File: config.mk
export PLATFORM = sky130hd
export DESIGN_NAME = mem_arbiter
export DESIGN_NICKNAME = d
export VERILOG_FILES = /design/src/rtl/mem_pkg.sv /design/src/rtl/mem_access_check.sv /design/src/rtl/mem_arbiter.sv
export SDC_FILE = /design/constraint.sdc
export NUM_CORES = 1
export LEC_CHECK = 0
export CAP_MARGIN = 20
export CORE_MARGIN = 2
export CORE_UTILIZATION = 47
export CTS_CLUSTER_SIZE = 16
export DETAILED_ROUTE_END_ITERATION = 10
export GPL_TIMING_DRIVEN = 1
export PLACE_DENSITY = 0.89
export SETUP_SLACK_MARGIN = 0.05
export SLEW_MARGIN = 10
export SYNTH_ARGS = -nofsm -noshare
export SYNTH_HDL_FRONTEND = slang
export SYNTH_SLANG_ARGS = --single-unit
File: constraint.sdc
create_clock -name clk -period 13.2 [get_ports clk]
set_clock_uncertainty 0.2 [all_clocks]
set_input_delay 1.98 -clock clk [delete_from_list [all_inputs] [get_ports clk]]
set_output_delay 1.98 -clock clk [all_outputs]
set_load 0.02 [all_outputs]
File: src/rtl/mem_pkg.sv
// Shared constants for the memory arbiter: bus width, memory depth and access size codes.
package mem_pkg;

    localparam int BUS_WIDTH       = 32;
    localparam int MEM_VECTOR_SIZE = 256;

    localparam logic [1:0] BYTE      = 2'b00;
    localparam logic [1:0] HALF_WORD = 2'b01;
    localparam logic [1:0] WORD      = 2'b10;

    localparam logic PORT_A = 1'b0;
    localparam logic PORT_B = 1'b1;

    // Byte count of a size code; the illegal code is flagged separately by the checker.
    function automatic logic [2:0] size_bytes(input logic [1:0] size);
        case (size)
            BYTE:      size_bytes = 3'd1;
            HALF_WORD: size_bytes = 3'd2;
            default:   size_bytes = 3'd4;
        endcase
    endfunction

endpackage

File: src/rtl/mem_access_check.sv
// Combinational legality check of one command: size code, natural alignment and
// bounds against the memory depth.
module mem_access_check #(
    parameter int BUS_WIDTH = mem_pkg::BUS_WIDTH,
    parameter int MEM_BYTES = mem_pkg::MEM_VECTOR_SIZE
) (
    input  logic [BUS_WIDTH-1:0] addr,
    input  logic [1:0]           size,
    output logic                 err
);
    import mem_pkg::*;

    // One extra bit so that addr + bytes cannot wrap past the top of the address space.
    localparam logic [BUS_WIDTH:0] LIMIT = (BUS_WIDTH+1)'(MEM_BYTES);

    logic [BUS_WIDTH:0] end_addr;
    logic               misaligned;

    always_comb begin
        misaligned = 1'b0;
        end_addr   = {1'b0, addr} + (BUS_WIDTH+1)'(size_bytes(size));
        case (size)
            WORD:      misaligned = (addr[1:0] != 2'b00);
            HALF_WORD: misaligned = addr[0];
            default:   misaligned = 1'b0;
        endcase
        err = (size == 2'b11) || misaligned || (end_addr > LIMIT);
    end

endmodule

File: src/rtl/mem_arbiter.sv
// Two-port round-robin arbiter in front of a single combinational-read memory.
// Each access runs IDLE -> ACCESS -> RESP, or IDLE -> RESP when the command is rejected.
module mem_arbiter #(
    parameter int BUS_WIDTH = mem_pkg::BUS_WIDTH,
    parameter int MEM_BYTES = mem_pkg::MEM_VECTOR_SIZE
) (
    input  logic                 clk,
    input  logic                 rst,
    input  logic                 a_req,
    input  logic [BUS_WIDTH-1:0] a_addr,
    input  logic [BUS_WIDTH-1:0] a_wdata,
    input  logic                 a_we,
    input  logic [1:0]           a_size,
    input  logic                 a_sz_ex,
    output logic                 a_gnt,
    output logic                 a_done,
    output logic                 a_err,
    output logic [BUS_WIDTH-1:0] a_rdata,
    input  logic                 b_req,
    input  logic [BUS_WIDTH-1:0] b_addr,
    input  logic [BUS_WIDTH-1:0] b_wdata,
    input  logic                 b_we,
    input  logic [1:0]           b_size,
    input  logic                 b_sz_ex,
    output logic                 b_gnt,
    output logic                 b_done,
    output logic                 b_err,
    output logic [BUS_WIDTH-1:0] b_rdata,
    output logic [BUS_WIDTH-1:0] mem_address,
    output logic [BUS_WIDTH-1:0] mem_data_in,
    output logic                 mem_wr_en,
    output logic [1:0]           mem_size,
    output logic                 mem_sz_ex,
    input  logic [BUS_WIDTH-1:0] mem_data_out
);
    import mem_pkg::*;

    typedef enum logic [1:0] {
        IDLE   = 2'b00,
        ACCESS = 2'b01,
        RESP   = 2'b10
    } state_t;

    state_t state_reg, state_next;

    logic                 last_reg;
    logic                 port_reg;
    logic                 err_reg;
    logic [BUS_WIDTH-1:0] cmd_addr_reg;
    logic [BUS_WIDTH-1:0] cmd_wdata_reg;
    logic                 cmd_we_reg;
    logic [1:0]           cmd_size_reg;
    logic                 cmd_sz_ex_reg;
    logic [BUS_WIDTH-1:0] rdata_reg [2];
    logic [1:0]           done_vec;

    logic                 grant;
    logic                 sel;
    logic                 chk_err;
    logic [BUS_WIDTH-1:0] sel_addr;
    logic [BUS_WIDTH-1:0] sel_wdata;
    logic                 sel_we;
    logic [1:0]           sel_size;
    logic                 sel_sz_ex;

    // B wins when alone, or on a tie when A was served last.
    assign sel       = b_req && (!a_req || (last_reg == PORT_A));
    assign sel_addr  = sel ? b_addr  : a_addr;
    assign sel_wdata = sel ? b_wdata : a_wdata;
    assign sel_we    = sel ? b_we    : a_we;
    assign sel_size  = sel ? b_size  : a_size;
    assign sel_sz_ex = sel ? b_sz_ex : a_sz_ex;

    mem_access_check #(
        .BUS_WIDTH (BUS_WIDTH),
        .MEM_BYTES (MEM_BYTES)
    ) u_check (
        .addr (sel_addr),
        .size (sel_size),
        .err  (chk_err)
    );

    always_ff @(posedge clk or negedge rst) begin
        if (!rst) begin
            state_reg     <= IDLE;
            last_reg      <= PORT_B;
            port_reg      <= PORT_A;
            err_reg       <= 1'b0;
            cmd_addr_reg  <= '0;
            cmd_wdata_reg <= '0;
            cmd_we_reg    <= 1'b0;
            cmd_size_reg  <= 2'b00;
            cmd_sz_ex_reg <= 1'b0;
        end else begin
            state_reg <= state_next;
            if (grant) begin
                last_reg      <= sel;
                port_reg      <= sel;
                err_reg       <= chk_err;
                cmd_addr_reg  <= sel_addr;
                cmd_wdata_reg <= sel_wdata;
                cmd_we_reg    <= sel_we;
                cmd_size_reg  <= sel_size;
                cmd_sz_ex_reg <= sel_sz_ex;
            end
        end
    end

    always_comb begin
        state_next  = state_reg;
        grant       = 1'b0;
        mem_address = '0;
        mem_data_in = '0;
        mem_wr_en   = 1'b0;
        mem_size    = WORD;
        mem_sz_ex   = 1'b0;
        case (state_reg)
            IDLE: begin
                // Gated by reset so a pending request cannot be granted while reset is held.
                if (rst && (a_req || b_req)) begin
                    grant      = 1'b1;
                    state_next = chk_err ? RESP : ACCESS;
                end
            end
            ACCESS: begin
                mem_address = cmd_addr_reg;
                mem_data_in = cmd_wdata_reg;
                mem_wr_en   = cmd_we_reg;
                mem_size    = cmd_size_reg;
                mem_sz_ex   = cmd_sz_ex_reg;
                state_next  = RESP;
            end
            RESP:    state_next = IDLE;
            default: state_next = IDLE;
        endcase
    end

    // Per-port response registers; only a read completing on that port updates them.
    for (genvar gi = 0; gi < 2; gi++) begin : g_port
        always_ff @(posedge clk or negedge rst) begin
            if (!rst) begin
                rdata_reg[gi] <= '0;
            end else if (state_reg == ACCESS && !cmd_we_reg && port_reg == 1'(gi)) begin
                rdata_reg[gi] <= mem_data_out;
            end
        end
        assign done_vec[gi] = (state_reg == RESP) && (port_reg == 1'(gi));
    end

    assign a_gnt   = grant && !sel;
    assign b_gnt   = grant && sel;
    assign a_done  = done_vec[0];
    assign b_done  = done_vec[1];
    assign a_err   = done_vec[0] && err_reg;
    assign b_err   = done_vec[1] && err_reg;
    assign a_rdata = rdata_reg[0];
    assign b_rdata = rdata_reg[1];

endmodule

# Yosys cells after proc, flatten, opt, wreduce, memory -nomap -nowiden
# Cells that the tools add are included.
[op_classes]
n_shift = 0
n_div = 0
bitwise_logic = 2
muxes = 17
n_eq_ne = 6
magnitude_cmp = 1
multipliers = 0
n_addsub = 1
reduce_logical = 21
[ops]
columns = ["operator", "n"]
rows = [
  ["32-bit 2-to-1 mux", 4],
  ["32-bit by 3-bit adder with 33-bit output", 1],
  ["33-bit by 9-bit > comparator with 1-bit output (second input constant)", 1],
  ["1-bit logical AND", 11],
  ["2-bit 2-to-1 mux", 4],
  ["2-bit equality test (second input constant)", 3],
  ["1-bit 2-to-1 mux", 6],
  ["3-bit one-hot mux with 2 select lines", 1],
  ["2-bit by 1-bit equality test with 1-bit output (second input constant)", 2],
  ["2-bit zero test", 2],
  ["1-bit logical OR", 4],
  ["2-bit one-hot mux with 2 select lines", 1],
  ["1-bit zero test", 3],
  ["2-bit != test (second input constant)", 1],
  ["1-bit NOT", 2],
  ["1-bit one-hot mux with 2 select lines", 1],
  ["2-bit nonzero test", 1],
]
[totals]
ram_bits = 0
memories = 0
latchBits = 0
ff_bits = 137
in_bits = 172
romBits = 0

# Depth between registers and ports, before layout
# Gate-level depths: netlist of run 1.
[logic_depth]
depth_word = 12
depth_mapped = 17
ltp_nobuf = 13

# Hierarchy
# Synthesis of run 1 repeated with hierarchy kept, for this count alone.
[unflattened]
hier_cells = 595
hier_area_um2 = 7495.9
[modules_own_cells]
columns = ["module", "seq_area_each_um2", "area_per_inst_um2", "instances", "cells_per_inst"]
rows = [
  ["mem_arbiter", 3429.5, 6525.0, 1, 454],
  ["mem_access_check", 0.0, 970.9, 1, 141],
]

# Least setup slack after synthesis of run 1
# No wires, ideal clock.
[synth_timing]
kind = "input to register"
start = "input port b_req"
end = "register state_reg[0]"
arrival_time_ns = 5.727
t_required_ns = 12.904
setup_slack_ns = 7.177
setup_ns = 0.096
cell_stages = 17
path_cell_list = "a21bo_1 buf_6 buf_4 buf_2 buf_1 mux2i_1 inv_1 ha_1 fa_1 a21o_2 nand4_1 a221oi_2 xnor2_1 or4_1 nor4_1 nand4b_1 nor4_2"
[synth_between]
elab_chain_len = 10
elab_cells_between_ends = 20
classes_between = "add/sub: 1; order compare: 1; eq/ne: 4; mux: 7; reduce/logical: 7"
[synth_rtl]
columns = ["item", "line_no", "source"]
rows = [
  ["from (decl)", "mem_arbiter.sv:19", "input logic b_req,"],
  ["1-bit logical AND (*)", "mem_arbiter.sv:67", "assign sel = b_req && (!a_req || (last_reg == PORT_A));"],
  ["2-bit 2-to-1 mux (*)", "mem_arbiter.sv:71", "assign sel_size = sel ? b_size : a_size;"],
  ["via sel_size[0]", "mem_arbiter.sv:63", "logic [1:0] sel_size;"],
  ["2-bit by 1-bit equality test with 1-bit output / 2-bit zero test (equally long branches)", "mem_pkg.sv:16, mem_access_check.sv:22", ""],
  ["3-bit one-hot mux with 2 select lines", "mem_pkg.sv:16", "case (size)"],
  ["32-bit by 3-bit adder with 33-bit output", "mem_access_check.sv:21", "end_addr = {1'b0, addr} + (BUS_WIDTH+1)'(size_bytes(size));"],
  ["33-bit by 9-bit > comparator with 1-bit output", "mem_access_check.sv:27", "err = (size == 2'b11) || misaligned || (end_addr > LIMIT);"],
  ["1-bit logical OR (*)", "mem_access_check.sv:27", ""],
  ["2-bit 2-to-1 mux (*)", "mem_arbiter.sv:122", "state_next = chk_err ? RESP : ACCESS;"],
  ["2-bit 2-to-1 mux (*)", "mem_arbiter.sv:120", "if (rst && (a_req || b_req)) begin"],
  ["2-bit one-hot mux with 2 select lines (*)", "mem_arbiter.sv:117", "case (state_reg)"],
  ["to (signal assigned)", "mem_arbiter.sv:95", "state_reg <= state_next;"],
  ["to (decl)", "mem_arbiter.sv:44", "state_t state_reg, state_next;"],
]
# The timed path passes the listed nets; every way through them passes the cells marked *. The select of a mux whose other input is x is not followed.
# A chain may end at the register's enable or synchronous reset.

# Worst setup path in the final report of run 1
[layout_timing]
start = "input port a_req"
end = "output port a_gnt"
[layout_between]
elab_chain_len = 5
elab_cells_between_ends = 9
classes_between = "mux: 2; reduce/logical: 7"
[layout_rtl]
columns = ["item", "line_no", "source"]
rows = [
  ["from (decl)", "mem_arbiter.sv:9", "input logic a_req,"],
  ["1-bit logical OR / 1-bit zero test (equally long branches)", "mem_arbiter.sv:120, mem_arbiter.sv:67", ""],
  ["1-bit logical AND / 1-bit logical OR (equally long branches)", "mem_arbiter.sv:120, mem_arbiter.sv:67", ""],
  ["1-bit 2-to-1 mux / 1-bit logical AND (equally long branches)", "mem_arbiter.sv:120, mem_arbiter.sv:67", ""],
  ["1-bit 2-to-1 mux / 1-bit zero test (equally long branches)", "mem_arbiter.sv:117, mem_arbiter.sv:150", ""],
  ["1-bit logical AND (*)", "mem_arbiter.sv:150", "assign a_gnt = grant && !sel;"],
  ["to (decl)", "mem_arbiter.sv:15", "output logic a_gnt,"],
]
# Every way passes the cells marked *; elsewhere a longest branch is shown, timed or not.

==> impl_metrics.env, run 1 <==
export IMPL_status="finished, final reports clean"
export IMPL_ys_ff_latch=137
export IMPL_dieArea_um2=17200
export IMPL_wl_um=25600
export IMPL_end_kind="primary output"
export IMPL_layout_nets=1272
export IMPL_clock_sinks=137
export IMPL_worst_ep_required_time_ns=11.02
export IMPL_synth_async_reset_ratio_pct=100
export IMPL_route_met2_wl_um=12900
export IMPL_cap_violations=0
export IMPL_slew_headroom_pct=33.0
export IMPL_synth_nets=983
export IMPL_numPortBuffers=309
export IMPL_rsz0062_at_grt="false"
export IMPL_wirelength_met1_um=9910
export IMPL_crit_type="input port to primary output"
export IMPL_startpoint="a_req"
export IMPL_io_pins=310
export IMPL_core_region_area_um2=15800
export IMPL_setup_viol=0
export IMPL_clock_latency_ns=0.41
export IMPL_synth_edff_count=0
export IMPL_grt_pass1_wl_um=41000
export IMPL_cts_setup_buffers=0
export IMPL_via_per_inst=5.58
export IMPL_maxClockFrequency_ghz=0.144
export IMPL_r2r_end="state_reg[0]"
export IMPL_r2r_slack_ns=8.30
export IMPL_fin_setup_tns_ns=0
export IMPL_wl_per_cell_um=19.4
export IMPL_power_density_nw_per_um2=105
export IMPL_htreeDepth=4
export IMPL_cts_hold_buf=0
export IMPL_grt_ovfl_total=0
export IMPL_wl_met3_um=1960
export IMPL_drt_iter0_drc=669
export IMPL_grt_pass1_vias=7386
export IMPL_final_cell_mix="308 x clkdlybuf4s50_1, 141 x nand2_1, 136 x dfrtp_1"
export IMPL_clkTransAtPathRegs_ns=0.05
export IMPL_drv_slew=0
export IMPL_ir_drop_v=0.000106
export IMPL_r2r_start="last_reg"
export IMPL_yosys_warnings=0
export IMPL_area_delta_synth_final_pct=51.5
export IMPL_hpwl_um=18600
export IMPL_reg2reg_depth=14
export IMPL_synthTopCellsByArea="dfrtp_1 45%, mux2_2 10%, nand2_1 7.0%, and2_1 5.8%, a31oi_1 4.0%"
export IMPL_tritoncts="done"
export IMPL_critPathMaxFanout=34
export IMPL_finalCritPeriodShare_pct=52.6
export IMPL_synth_top_area_cell="dfrtp_1"
export IMPL_root_buffer="clkbuf_16"
export IMPL_tightest_slew_ns=1.01
export IMPL_cts_buffers=17
export IMPL_die_h_um=131
export IMPL_ys_seq_area_share_pct=45.1
export IMPL_antenna_found_initial=1
export IMPL_grt_max_degree=82
export IMPL_yosysTopAreaCellShare_pct=44.8
export IMPL_top_layer_used="met4"
export IMPL_drc=0
export IMPL_post_synth_instance_area_um2=7600
export IMPL_min_period_ns=6.95
export IMPL_drive_above_1_share_pct=11.6
export IMPL_final_common_cell="clkdlybuf4s50_1"
export IMPL_stdcell_area_um2=11500
export IMPL_whs_ns=0.274
export IMPL_crit_path_start_kind="input port"
export IMPL_synth_flop_cell="dfrtp_1"
export IMPL_num_vias=7374
export IMPL_netlist_instances=802
export IMPL_cts_resized_gates=0
export IMPL_avgSynthCellArea_um2=9.48
export IMPL_rows=46
export IMPL_dpl_instance_area_um2=10900
export IMPL_initial_core_util_pct=48.0
export IMPL_grt_usage_pct=30.1
export IMPL_critPathArrivalTime_ns=4.77
export IMPL_hold_class="flop to flop"
export IMPL_cts_path_max_buffers=2
export IMPL_die_w_um=131
export IMPL_drtPass1Iterations=7
export IMPL_hold_viol=0
export IMPL_yosys_cell_types_count=65
export IMPL_antenna_left=0
export IMPL_leakagePower_nw=4.93
export IMPL_gp_congestion=0.895
export IMPL_endpoint="a_gnt"
## power by group
group / internal [mW] / switching [mW]
combinational: 0.0972 / 0.106
sequential: 0.461 / 0.0217
clock: 0.337 / 0.190
total: 0.896 / 0.318
## worst min-delay path by stage
stage,startpoint,endpoint,slack (ns),depth (start not counted)
after global routing,cmd_addr_reg[0],cmd_addr_reg[0],0.30,2
after detailed placement,cmd_addr_reg[0],cmd_addr_reg[0],0.26,2
final,cmd_addr_reg[0],cmd_addr_reg[0],0.27,2
after floorplan,cmd_addr_reg[0],cmd_addr_reg[0],0.24,2
after global placement,cmd_addr_reg[29],cmd_addr_reg[29],0.26,2
after CTS,cmd_addr_reg[0],cmd_addr_reg[0],0.28,2
## critical path, cell delays in order
cell	delay, ns
clkdlybuf4s50_1	0.50
o21ai_0	0.45
or3_1	0.85
buf_4	0.35
nor2_1	0.07
clkdlybuf4s50_1	0.57
## through the flow
step                power [mW]  util (%)  cells  setup slack [ns]
floorplan                0.589         -    802              7.18
global placement         0.684      68.7   1288              6.31
global route              1.27      72.8   1321              6.03
finish                    1.21      72.8   1321              6.25
CTS                       1.22      72.8   1320              6.27
detailed placement       0.691      68.7   1288              6.27
## cells in the mapped netlist (all sizes together), types with 8 or more instances
cell    count
ha          8
dfrtp     136
or3        11
o21ai      30
xor2        9
nor3       17
and3       11
buf        10
mux2i      25
nand3      17
and2       70
nand4      14
nand2     141
mux2       70
nor2       61
clkbuf     39
a31oi      49
## layer usage
layer | global-route usage [%] | up-vias
met5 | 0 | -
met4 | 11.9 | 0
met3 | 7.52 | 58
met2 | 52.5 | 373
met1 | 35.7 | 3527
li1 | - | 3416
## cells by family (layout without fill, tap and decap cells)
group,after synthesis,in the layout,share of synthesized area (%)
other cells,0,1,0
flops,137,137,45.1
simple gates,367,367,23.9
mux,95,95,13.7
xor+xnor,16,16,1.84
compound gates,123,123,10.7
buf+inv,55,357,3.11
fa+ha+maj,9,9,1.58
## area by class of cell
class | instances | area, µm²
multi-input combinational | 610 | 3980
fill | 1150 | 4310
timing repair buffer | 319 | 3170
clock inverter | 14 | 219
sequential | 137 | 3430
clock buffer | 18 | 429
antenna | 1 | 2.50
tap | 216 | 270
inverter | 6 | 22.5
No activity file was read; power rests on OpenSTA's default activity.
==> run 2: changes to the inputs <==
CORE_UTILIZATION = 44   (was 47)
PLACE_DENSITY = 0.85   (was 0.89)
clock period = 6.9 ns   (was 13.2 ns; I/O delays follow)
==> run 2 against run 1 <==
Combinational power up 92%. Sequential power up 91%. Critical path type is now input port to flop. Utilization is 5.6 points lower.
==> impl_metrics.env, run 2 (same netlist as run 1, synthesis figures left out) <==
export IMPL_pwr_share_seq_pct=40.7
export IMPL_die_w_um=135
export IMPL_multi_input_area_um2=3980
export IMPL_clock_sinks=137
export IMPL_ir_drop_v=0.000173
export IMPL_crit_family="compound AO/OA/AOI/OAI gates"
export IMPL_crit_path_start_kind="input port"
export IMPL_drt_iter0_drc=449
export IMPL_status="finished, final reports clean"
export IMPL_setup_viol=0
export IMPL_fillers=1382
export IMPL_slew_headroom_pct=40.8
export IMPL_end_kind="flop"
export IMPL_rsz0062_at_grt="false"
export IMPL_cts_buffers=17
export IMPL_regArea_um2=3430
export IMPL_drv_slew=0
export IMPL_drc=0
export IMPL_critPathArrivalTime_ns=5.05
export IMPL_die_h_um=135
export IMPL_fin_util_pct=67.1
export IMPL_tightest_slew_ns=0.888
export IMPL_numPlacedInstances=1297
export IMPL_slowest_delay_ns=0.57
export IMPL_root_buffer="clkbuf_16"
export IMPL_dieArea_um2=18300
export IMPL_dpl_instance_area_um2=10900
export IMPL_grt_pass1_vias=7148
export IMPL_critPathMaxFanout=23
export IMPL_final_common_cell="clkdlybuf4s50_1"
export IMPL_clock_latency_ns=0.42
export IMPL_power_density_nw_per_um2=198
export IMPL_tritoncts="done"
export IMPL_cts_hold_buf=0
export IMPL_grt_ovfl_total=0
export IMPL_antenna_left=0
export IMPL_combPwrFrac_pct=17.1
export IMPL_pwr_share_clk_pct=42.2
export IMPL_whs_ns=0.248
export IMPL_crit_top_cell="ha_1"
export IMPL_initial_core_util_pct=44.4
export IMPL_cp_slowest_cell="clkdlybuf4s50_1"
export IMPL_fin_cells=1329
export IMPL_r2r_slack_ns=2.56
export IMPL_grt_usage_pct=26.9
export IMPL_p_sw_uw=626
export IMPL_swShare_pct=27.5
export IMPL_fin_setup_tns_ns=0
export IMPL_antenna_found_initial=0
export IMPL_grt_max_degree=91
export IMPL_worst_ep_required_time_ns=6.97
export IMPL_drtPass1Iterations=5
export IMPL_htreeDepth=4
export IMPL_drive_above_1_share_pct=11.6
export IMPL_cts_setup_buffers=0
export IMPL_num_vias=7188
export IMPL_layout_nets=1272
export IMPL_wl_per_cell_um=18.6
export IMPL_numPortBuffers=309
export IMPL_r2r_start="last_reg"
export IMPL_hold_class="input port to asynchronous set/reset pin"
export IMPL_io_pins=310
export IMPL_setup_ws_ns=1.92
export IMPL_core_region_area_um2=17100
export IMPL_power_mw=2.27
export IMPL_finalCritPeriodShare_pct=72.2
export IMPL_crit_chain="clkdlybuf4s50_1 > a21bo_4 > mux2i_1 > inv_1 > ha_1 > ha_1 > a21o_1 > a21oi_1 > a2111oi_1 > a31oi_1 > or4_1 > nor4_1 > nor4b_2 > a221oi_1"
export IMPL_cts_path_max_buffers=2
export IMPL_gp_congestion=0.923
export IMPL_maxClockFrequency_ghz=0.201
export IMPL_antenna_cells=0
export IMPL_min_period_ns=4.98
export IMPL_final_cell_mix="308 x clkdlybuf4s50_1, 141 x nand2_1, 136 x dfrtp_1"
export IMPL_p_int_mw=1.65
export IMPL_hold_viol=0
export IMPL_cap_violations=0
export IMPL_wl_um=24800
export IMPL_leakagePower_nw=4.91
export IMPL_via_per_inst=5.41
export IMPL_area_delta_synth_final_pct=51.2
export IMPL_clkTransAtPathRegs_ns=0.06
export IMPL_crit_type="input port to flop"
export IMPL_startpoint="a_req"
export IMPL_hpwl_um=18400
export IMPL_cts_resized_gates=0
export IMPL_grt_pass1_wl_um=38400
export IMPL_stdcell_area_um2=11500
export IMPL_rows=48
export IMPL_timing_critical_path_buf_inv=2
export IMPL_dp_worst_setup_slack_ns=1.55
==> run 2: cell count changes in the layout (fill, tap and decap cells not counted) <==
cell / delta
clkinv_2: -2
bufinv_16: -2
inv_6: +2
clkinvlp_4: +1
inv_8: +1
diode_2: -1
==> run 2: area by class of cell <==
type                    instances  area share (%)
repair buffers                319            27.6
multi-input cells             610            34.6
flip-flops and latches        137            29.8
well taps                     225            2.45
clock inverters                14            1.61
inverters                       6           0.196
clock buffers                  18            3.73
==> run 2: per-layer routing <==
layer  track usage, %  vias to the layer above  part of all wire [%]
met2             44.8                      314                    48
met3             7.11                       55                   7.8
met5                0                        -                     0
li1                 -                     3416                     -
met4             10.3                        0                   3.3
met1             33.6                     3403                    41
==> run 2: power by group through the flow <==
stage,clock [mW],combinational (mW),sequential (mW)
floorplan,0,0.205,0.922
global placement,0,0.377,0.933
detailed placement,0,0.387,0.938
CTS,0.974,0.389,0.924
global route,1.01,0.431,0.933
finish,0.959,0.389,0.924
==> run 2: path summary, 6_finish.rpt <==
| path | depth (start not counted) | end |
|---|---|---|
| worst max-delay path | 14 | state_reg[1] |
| worst min-delay path | 1 | a_rdata[25] |
| worst max register to register | 13 | state_reg[1] |
| worst min register to register | 2 | cmd_addr_reg[7] |
| max in group asynchronous | 2 | b_rdata[4] |
| min in group clk | 2 | cmd_addr_reg[7] |
==> run 2: worst reg2reg max path, cell delays in order (launching register included) <==
cell and delay, ns:
dfstp_2 0.58, a21bo_4 0.34, mux2i_1 0.40, inv_1 0.14, ha_1 0.26, ha_1 0.28, a21o_1 0.13, a21oi_1 0.11
a2111oi_1 0.49, a31oi_1 0.16, or4_1 0.50, nor4_1 0.19, nor4b_2 0.29, a221oi_1 0.12
